**src/rtl/core_sequencer.sv**
```systemverilog
// core_sequencer: multi-cycle control FSM for the RV32I core.
// Steps each instruction FETCH -> DECODE -> EXEC -> [MEM] -> WB, runs the
// imem/dmem request handshakes, gates datapath enables, counts retired
// instructions and halts in TRAP on illegal/system instructions, bus errors
// and memory timeouts.
module core_sequencer #(
  parameter int TIMEOUT_CYCLES = 16,
  parameter int CNT_W          = 32
) (
  input  logic             clk,
  input  logic             rst,
  input  logic             run,
  output logic             imem_req,
  input  logic             imem_ack,
  input  logic             imem_err,
  output logic             decode_en,
  input  logic [2:0]       instr_class,
  output logic             exec_en,
  output logic             dmem_req,
  output logic             dmem_we,
  input  logic             dmem_ack,
  output logic             rf_we,
  output logic             pc_we,
  output logic             retire,
  output logic [CNT_W-1:0] instret,
  output logic             trap,
  output logic [1:0]       trap_cause,
  input  logic             trap_clear,
  output logic             busy
);

  // Timeout counter only needs to reach TIMEOUT_CYCLES before it saturates.
  localparam int TMO_W = $clog2(TIMEOUT_CYCLES + 1);
  localparam logic [TMO_W-1:0] TMO_LAST = TMO_W'(TIMEOUT_CYCLES - 1);
  localparam logic [TMO_W-1:0] TMO_MAX  = TMO_W'(TIMEOUT_CYCLES);

  localparam logic [2:0] CLS_ALU     = 3'd0;
  localparam logic [2:0] CLS_LOAD    = 3'd1;
  localparam logic [2:0] CLS_STORE   = 3'd2;
  localparam logic [2:0] CLS_SYSTEM  = 3'd4;
  localparam logic [2:0] CLS_JUMP    = 3'd6;
  localparam logic [2:0] CLS_ILLEGAL = 3'd7;

  localparam logic [1:0] CAUSE_ILLEGAL = 2'd0;
  localparam logic [1:0] CAUSE_BUS     = 2'd1;
  localparam logic [1:0] CAUSE_TIMEOUT = 2'd2;
  localparam logic [1:0] CAUSE_ECALL   = 2'd3;

  typedef enum logic [2:0] {
    S_IDLE, S_FETCH, S_DECODE, S_EXEC, S_MEM, S_WB, S_TRAP
  } state_t;

  state_t           state_reg, state_next;
  logic [2:0]       class_reg, class_next;
  logic [1:0]       cause_reg, cause_next;
  logic [TMO_W-1:0] tmo_reg, tmo_next;
  logic [CNT_W-1:0] instret_reg, instret_next;
  logic             tmo_hit;

  // State and datapath-control registers; reset aborts any outstanding request.
  always_ff @(posedge clk or posedge rst) begin
    if (rst) begin
      state_reg   <= S_IDLE;
      class_reg   <= '0;
      cause_reg   <= '0;
      tmo_reg     <= '0;
      instret_reg <= '0;
    end else begin
      state_reg   <= state_next;
      class_reg   <= class_next;
      cause_reg   <= cause_next;
      tmo_reg     <= tmo_next;
      instret_reg <= instret_next;
    end
  end

  // Next-state, cause capture, retire counting and request timeout tracking.
  always_comb begin
    state_next   = state_reg;
    class_next   = class_reg;
    cause_next   = cause_reg;
    tmo_next     = tmo_reg;
    instret_next = instret_reg;
    // Last permitted wait cycle: an ack arriving now still wins.
    tmo_hit      = (tmo_reg == TMO_LAST);
    case (state_reg)
      S_IDLE: begin
        if (run) state_next = S_FETCH;
      end
      S_FETCH: begin
        if (imem_err) begin
          state_next = S_TRAP;
          cause_next = CAUSE_BUS;
        end else if (imem_ack) begin
          state_next = S_DECODE;
        end else if (tmo_hit) begin
          state_next = S_TRAP;
          cause_next = CAUSE_TIMEOUT;
        end
      end
      S_DECODE: begin
        class_next = instr_class;
        if (instr_class == CLS_ILLEGAL) begin
          state_next = S_TRAP;
          cause_next = CAUSE_ILLEGAL;
        end else if (instr_class == CLS_SYSTEM) begin
          state_next = S_TRAP;
          cause_next = CAUSE_ECALL;
        end else begin
          state_next = S_EXEC;
        end
      end
      S_EXEC: begin
        if (class_reg == CLS_LOAD || class_reg == CLS_STORE) state_next = S_MEM;
        else                                                 state_next = S_WB;
      end
      S_MEM: begin
        if (dmem_ack) begin
          state_next = S_WB;
        end else if (tmo_hit) begin
          state_next = S_TRAP;
          cause_next = CAUSE_TIMEOUT;
        end
      end
      S_WB: begin
        instret_next = instret_reg + 1'b1;
        state_next   = run ? S_FETCH : S_IDLE;
      end
      S_TRAP: begin
        if (trap_clear) state_next = run ? S_FETCH : S_IDLE;
      end
      default: state_next = S_IDLE;
    endcase
    // Counter runs only while a request is pending; every other state
    // clears it, so each entry into FETCH or MEM starts from zero.
    if ((state_reg == S_FETCH && !imem_ack) || (state_reg == S_MEM && !dmem_ack)) begin
      if (tmo_reg != TMO_MAX) tmo_next = tmo_reg + 1'b1;
    end else begin
      tmo_next = '0;
    end
  end

  // Moore outputs decoded from the registered state and captured class.
  always_comb begin
    imem_req  = (state_reg == S_FETCH);
    decode_en = (state_reg == S_DECODE);
    exec_en   = (state_reg == S_EXEC);
    dmem_req  = (state_reg == S_MEM);
    dmem_we   = (state_reg == S_MEM) && (class_reg == CLS_STORE);
    pc_we     = (state_reg == S_WB);
    retire    = (state_reg == S_WB);
    rf_we     = (state_reg == S_WB) &&
                (class_reg == CLS_ALU || class_reg == CLS_LOAD || class_reg == CLS_JUMP);
    trap      = (state_reg == S_TRAP);
    busy      = (state_reg != S_IDLE) && (state_reg != S_TRAP);
  end

  assign instret    = instret_reg;
  assign trap_cause = cause_reg;

endmodule
```
**config.mk**
```make
export PLATFORM = sky130hd
export DESIGN_NAME = core_sequencer
export DESIGN_NICKNAME = d
export VERILOG_FILES = /design/src/rtl/core_sequencer.sv
export SDC_FILE = /design/constraint.sdc
export NUM_CORES = 1
export LEC_CHECK = 0
export CELL_PAD_IN_SITES_DETAIL_PLACEMENT = 0
export CELL_PAD_IN_SITES_GLOBAL_PLACEMENT = 1
export CORE_AREA = 3 3 93 73
export CTS_CLUSTER_DIAMETER = 30
export CTS_CLUSTER_SIZE = 25
export DETAILED_ROUTE_END_ITERATION = 7
export DIE_AREA = 0 0 96 76
export GPL_TIMING_DRIVEN = 0
export PLACE_DENSITY = 0.93
export SLEW_MARGIN = 20
export SYNTH_ARGS = -nofsm -noshare
export SYNTH_HDL_FRONTEND = slang
export SYNTH_SLANG_ARGS = --single-unit
```
**constraint.sdc**
```tcl
create_clock -name clk -period 5.01 [get_ports clk]
set_clock_uncertainty 0.15 [all_clocks]
set_input_delay 1.002 -clock clk [delete_from_list [all_inputs] [get_ports clk]]
set_output_delay 1.002 -clock clk [all_outputs]
set_load 0.05 [all_outputs]
```
* Yosys cells after proc, flatten, opt, wreduce, memory -nomap -nowiden
Index checks and enable logic that the tools add are counted.
** Storage, ports and cells
- Bits in registers :: 45
- Input bits :: 10
- Output and inout bits :: 44
- Logic and storage cells :: 64
** Cells by class
- Add/subtract/negate cells :: 2
- Equality and inequality tests :: 20
- Mux-type cells :: 20
- Reduce and logical (&&, ||, !) cells :: 17
** Operators by type and width (count)
- $add 32x1->32 const B :: 1
- $mux 3 :: 8
- $pmux 3 s7 :: 1
- $eq 3x3->1 const B :: 6
- $mux 2 :: 6
- $mux 5 :: 2
- $eq 3x2->1 const B :: 3
- $eq 3x1->1 const B :: 2
- $logic_not 3->1 :: 2
- $pmux 2 s3 :: 1
- $reduce_bool 3->1 :: 2
- $add 5x1->5 const B :: 1
- $eq 5x4->1 const B :: 1
- $logic_and 1x1->1 :: 5
- $ne 5x5->1 const B :: 1
- $logic_or 1x1->1 :: 4
- $ne 2x1->1 const B :: 2
- $ne 2x2->1 const B :: 2
- $reduce_and 4->1 :: 1
- $ne 3x1->1 const B :: 1
- $ne 3x2->1 const B :: 1
- $ne 3x3->1 const B :: 1
- $logic_not 1->1 :: 2
- $mux 1 :: 2
- $reduce_and 2->1 :: 1

* Longest topological paths before layout
- Depth in word-level cells :: 5
- Depth in mapped cells :: 7
- Depth with buffers taken out :: 7

* Least setup slack after synthesis
OpenSTA, ideal clock, no wires.
- Path kind :: register to output
- Start :: register state_reg[1]
- End :: output dmem_we
- Arrival :: 2.661 ns
- Required time :: 3.858 ns
- Slack :: 1.197 ns
- Cell stages (with the launch flop) :: 4
- Path buffers :: 1
- Path through :: dfrtp_1 -> buf_2 -> or3b_2 -> nor4b_1
** On the way
- Cells in the longest elaborated chain, start to end :: 2
** RTL lines
- from (decl) :: line 53 : state_t state_reg, state_next;
- from (signal assigned) :: line 69 : state_reg <= state_next;
- $eq 3x3->1 :: line 149 : dmem_we = (state_reg == S_MEM) && (class_reg == CLS_STORE);
- $logic_and 1x1->1 :: line 149
- to (decl) :: line 20 : output logic dmem_we,
Every way passes these cells.

* Final worst setup path
Same ends and word-level chain as after synthesis.

==> key figures <==
Run status
  • Run status: finished clean

Critical path
  • CP arrival: between 2 and 3 ns
  • Crit Path Category: reg -> out
  • Critical Path RT: between 3 and 4 ns
  • CP startpoint: state_reg[1]
  • Reg2Reg Setup Slack: 2.79 ns
  • Crit Path Max Fanout: 10
  • Reg2reg end: state_reg[0]
  • CP Capture Type: primary output
  • Cell depth of the worst flop-to-flop path: 7
  • Startpoint types: register
  • Reg2reg start: tmo_reg[0]

Clock network
  • CTS tree: yes
  • Worst-path clk slew: approximately 0.090 ns
  • Num CTS Buffers: 5
  • Clk_lat worst skew: roughly 0.30 ns
  • # hold bufs at CTS: 0
  • # resized after CTS: 0
  • Max clock buf depth: 2
  • CTS root buf: clkbuf_8
  • Depth of the CTS H-tree: 2
  • Post-CTS setup buffer count: 0
  • CTS sink cnt: 45

Detailed routing
  • Met2 Wirelength: approximately 2.4 mm
  • DR iter-0 viols: 60
  • Top layer in use: met4
  • Vias: just under 2,000
  • Drt pass-1 iters: 4
  • Routed Wire Length: 5.42 mm
  • Wire length on met1: about 2.7 mm
  • DRC viols: 0
  • Routed wl met3: between 200 and 300 microns
  • Vias/cell: approximately 5.2
  • DR WL/cell: between 10 and 15 microns
  • Routed Antenna Nets: 0

Synthesis
  • Syn_area_per_cell: 10.3 sq um
  • Async SR Flop Fraction: 100%
  • Main flop type after synthesis: dfrtp_1
  • Cell area after synthesis: between 2000 and 2500 sq um
  • #FFs+latches synth: 45
  • Yosys warning total: 0
  • Sequential area share after synthesis: 45.8%
  • EDFF count, synth: 0
  • Syn nets: between 200 and 300
  • Distinct cell type count after synthesis: 44
  • Cells after synthesis: 238

Flow run
  • Max-cap violations: 0

Final layout
  • Final nets: around 310
  • Multi-input logic area: around 1200 sq um
  • Max FFs per register: 32
  • Commonest non-fill, non-tap cell in the layout: clkdlybuf4s50_1
  • Final std cells w/o fill: about 380
  • Commonest cells after routing, fill and taps aside: clkdlybuf4s50_1 (53), dfrtp_1 (45), xor2_1 (20), nand2_1 (18), xnor2_1 (17)
  • Filler Cell Count: about 550
  • N_diodes: 0
  • Area growth syn-to-layout: 30.1%
  • Share of layout cells above drive strength 1: about a tenth
  • Storage cell area: 1130 sq um

Power
  • Leak: approximately 1.4 nW
  • Sw frac: between 40 and 50%
  • Clock group share of total power: ~17%
  • Sequential share of power: between 30% and 40%
  • Combinational share of power: between 40% and 50%
  • Max VDD drop: between 0.00015 and 0.0002 V
  • Net Switching: ~0.00059 W
  • Cell Int Power: between 0.0007 and 0.0008 W
  • Pwr dens: approximately 420 nW/um^2

Placed design
  • Detailed Place HPWL: roughly 4.0 mm
  • Gpl congestion: slightly above 0.8
  • Dpl cells: 370
  • IO Port Bufs: 53

Floorplanning
  • Cell Rows: 24
  • Die X: 96 microns
  • Top Ports: 54
  • Die extent in y: around 76 microns
  • Starting Density: 41.9%
  • Core area: 5860 sq um
  • Area of the die: roughly 7300 sq um

Min path
  • Hold path startpoint: instret[31]
  • Worst hold stages: 1
  • Worst hold-check path type: reg -> reg
  • Hold endpoint: instret[31]

STA
  • Max_slew headroom: between 40% and 50%
  • Fin crit period: about 3.7 ns
  • Endpoints failing hold: 0
  • Period Utilization, post-route: 74.6%
  • Slew Viols, Final: 0
  • RSZ-0062 raised after global routing: false
  • Fmax: between 200 and 300 MHz
  • Worst slew pin tran: between 0.8 and 0.9 ns
  • Final setup viols: 0
  • Final setup TNS: 0 ns

Global routing
  • First-pass GRT wire length: approximately 9.4 mm
  • Vias in the first global route: about 1,900
  • Largest net degree at the start of global routing: 29
  • Total GRT Usage: between 10% and 20%
  • Gr ovfl total: 0
  • Initial antenna violation count: 0
==> critical path: stages, from the launching register on <==
cell and delay [ns]:
dfrtp_1 0.44, buf_2 0.20, or3b_2 0.50, nor4b_1 0.29
clkdlybuf4s50_1 0.86
==> final cells by class <==
| cell class | count | share of cell area, % |
|---|---|---|
| Clock inverter | 3 | 0.666 |
| Clock buffer | 5 | 2.15 |
| Sequential cell | 45 | 35.3 |
| Timing Repair Buffer | 54 | 17.2 |
| Multi-Input combinational cell | 166 | 37.3 |
| Inverter | 14 | 1.65 |
| Tap cell | 78 | 3.06 |
| Buffer | 13 | 2.74 |
==> per-stage QoR <==
stage	hold WS, ns	cell area (sq um)	power [W]	utilization, %	setup WS, ns
3_5_place_dp	0.306	3100	0.00112	53.0	1.63
4_1_cts	0.323	3190	0.00136	54.6	1.29
2_1_floorplan	0.369	2460	0.000931	-	1.20
6_report	0.318	3190	0.00134	54.6	1.27
5_1_grt	0.332	3190	0.00143	54.6	1.18
3_3_place_gp	0.304	3080	0.00111	52.7	1.63
==> kinds of logic after synthesis <==
kind of cell	Yosys count	synth area share, %
AND/OR/NAND/NOR	96	24.3
flip-flops	45	45.8
XOR/XNOR	37	13.2
buffers and inverters	27	5.71
AO/OA/AOI/OAI	23	6.27
multiplexers	6	2.65
adder cells (fa/ha/maj)	4	2.04
==> cells in the mapped netlist, types with 4 or more instances <==
| library cell | instances | area (sq um) |
|---|---|---|
| dfrtp_1 | 45 | 1130 |
| xor2_1 | 20 | 175 |
| nand2_1 | 18 | 67.6 |
| xnor2_1 | 17 | 149 |
| inv_1 | 14 | 52.6 |
| nand3_1 | 14 | 70.1 |
| nor3_1 | 13 | 65.1 |
| nor2_1 | 9 | 33.8 |
| nand4_1 | 6 | 37.5 |
| a21oi_1 | 5 | 25.0 |
| o21ai_0 | 5 | 25.0 |
| and3_1 | 4 | 25.0 |
| buf_2 | 4 | 20.0 |
| ha_1 | 4 | 50.1 |
| mux2_2 | 4 | 45.0 |
| nand2b_1 | 4 | 25.0 |
| nor4b_1 | 4 | 35.0 |
==> per-layer routing <==
layer	GRT usage (%)	up-vias
met4	5.40	0
met3	3.95	8
met2	24.1	40
met5	0	-
met1	23.6	953
li1	-	949
==> power groups by stage <==
stage	Sequential [W]	Combinational [W]	Clock (W)
detailed placement	0.000486	0.000634	0
floorplan	0.000552	0.000379	0
global route	0.000490	0.000683	0.000254
global placement	0.000484	0.000626	0
CTS	0.000479	0.000639	0.000238
finish	0.000479	0.000635	0.000231
==> worst max-delay path by stage <==
stage                     endpoint  slack [ns]  cells after the start
after floorplan            dmem_we        1.20                      3
after global placement     dmem_we        1.63                      4
after detailed placement   dmem_we        1.63                      4
after CTS                  dmem_we        1.29                      4
after global routing       dmem_we        1.18                      4
final                      dmem_we        1.27                      4
Power figures use the tool's default switching activity.
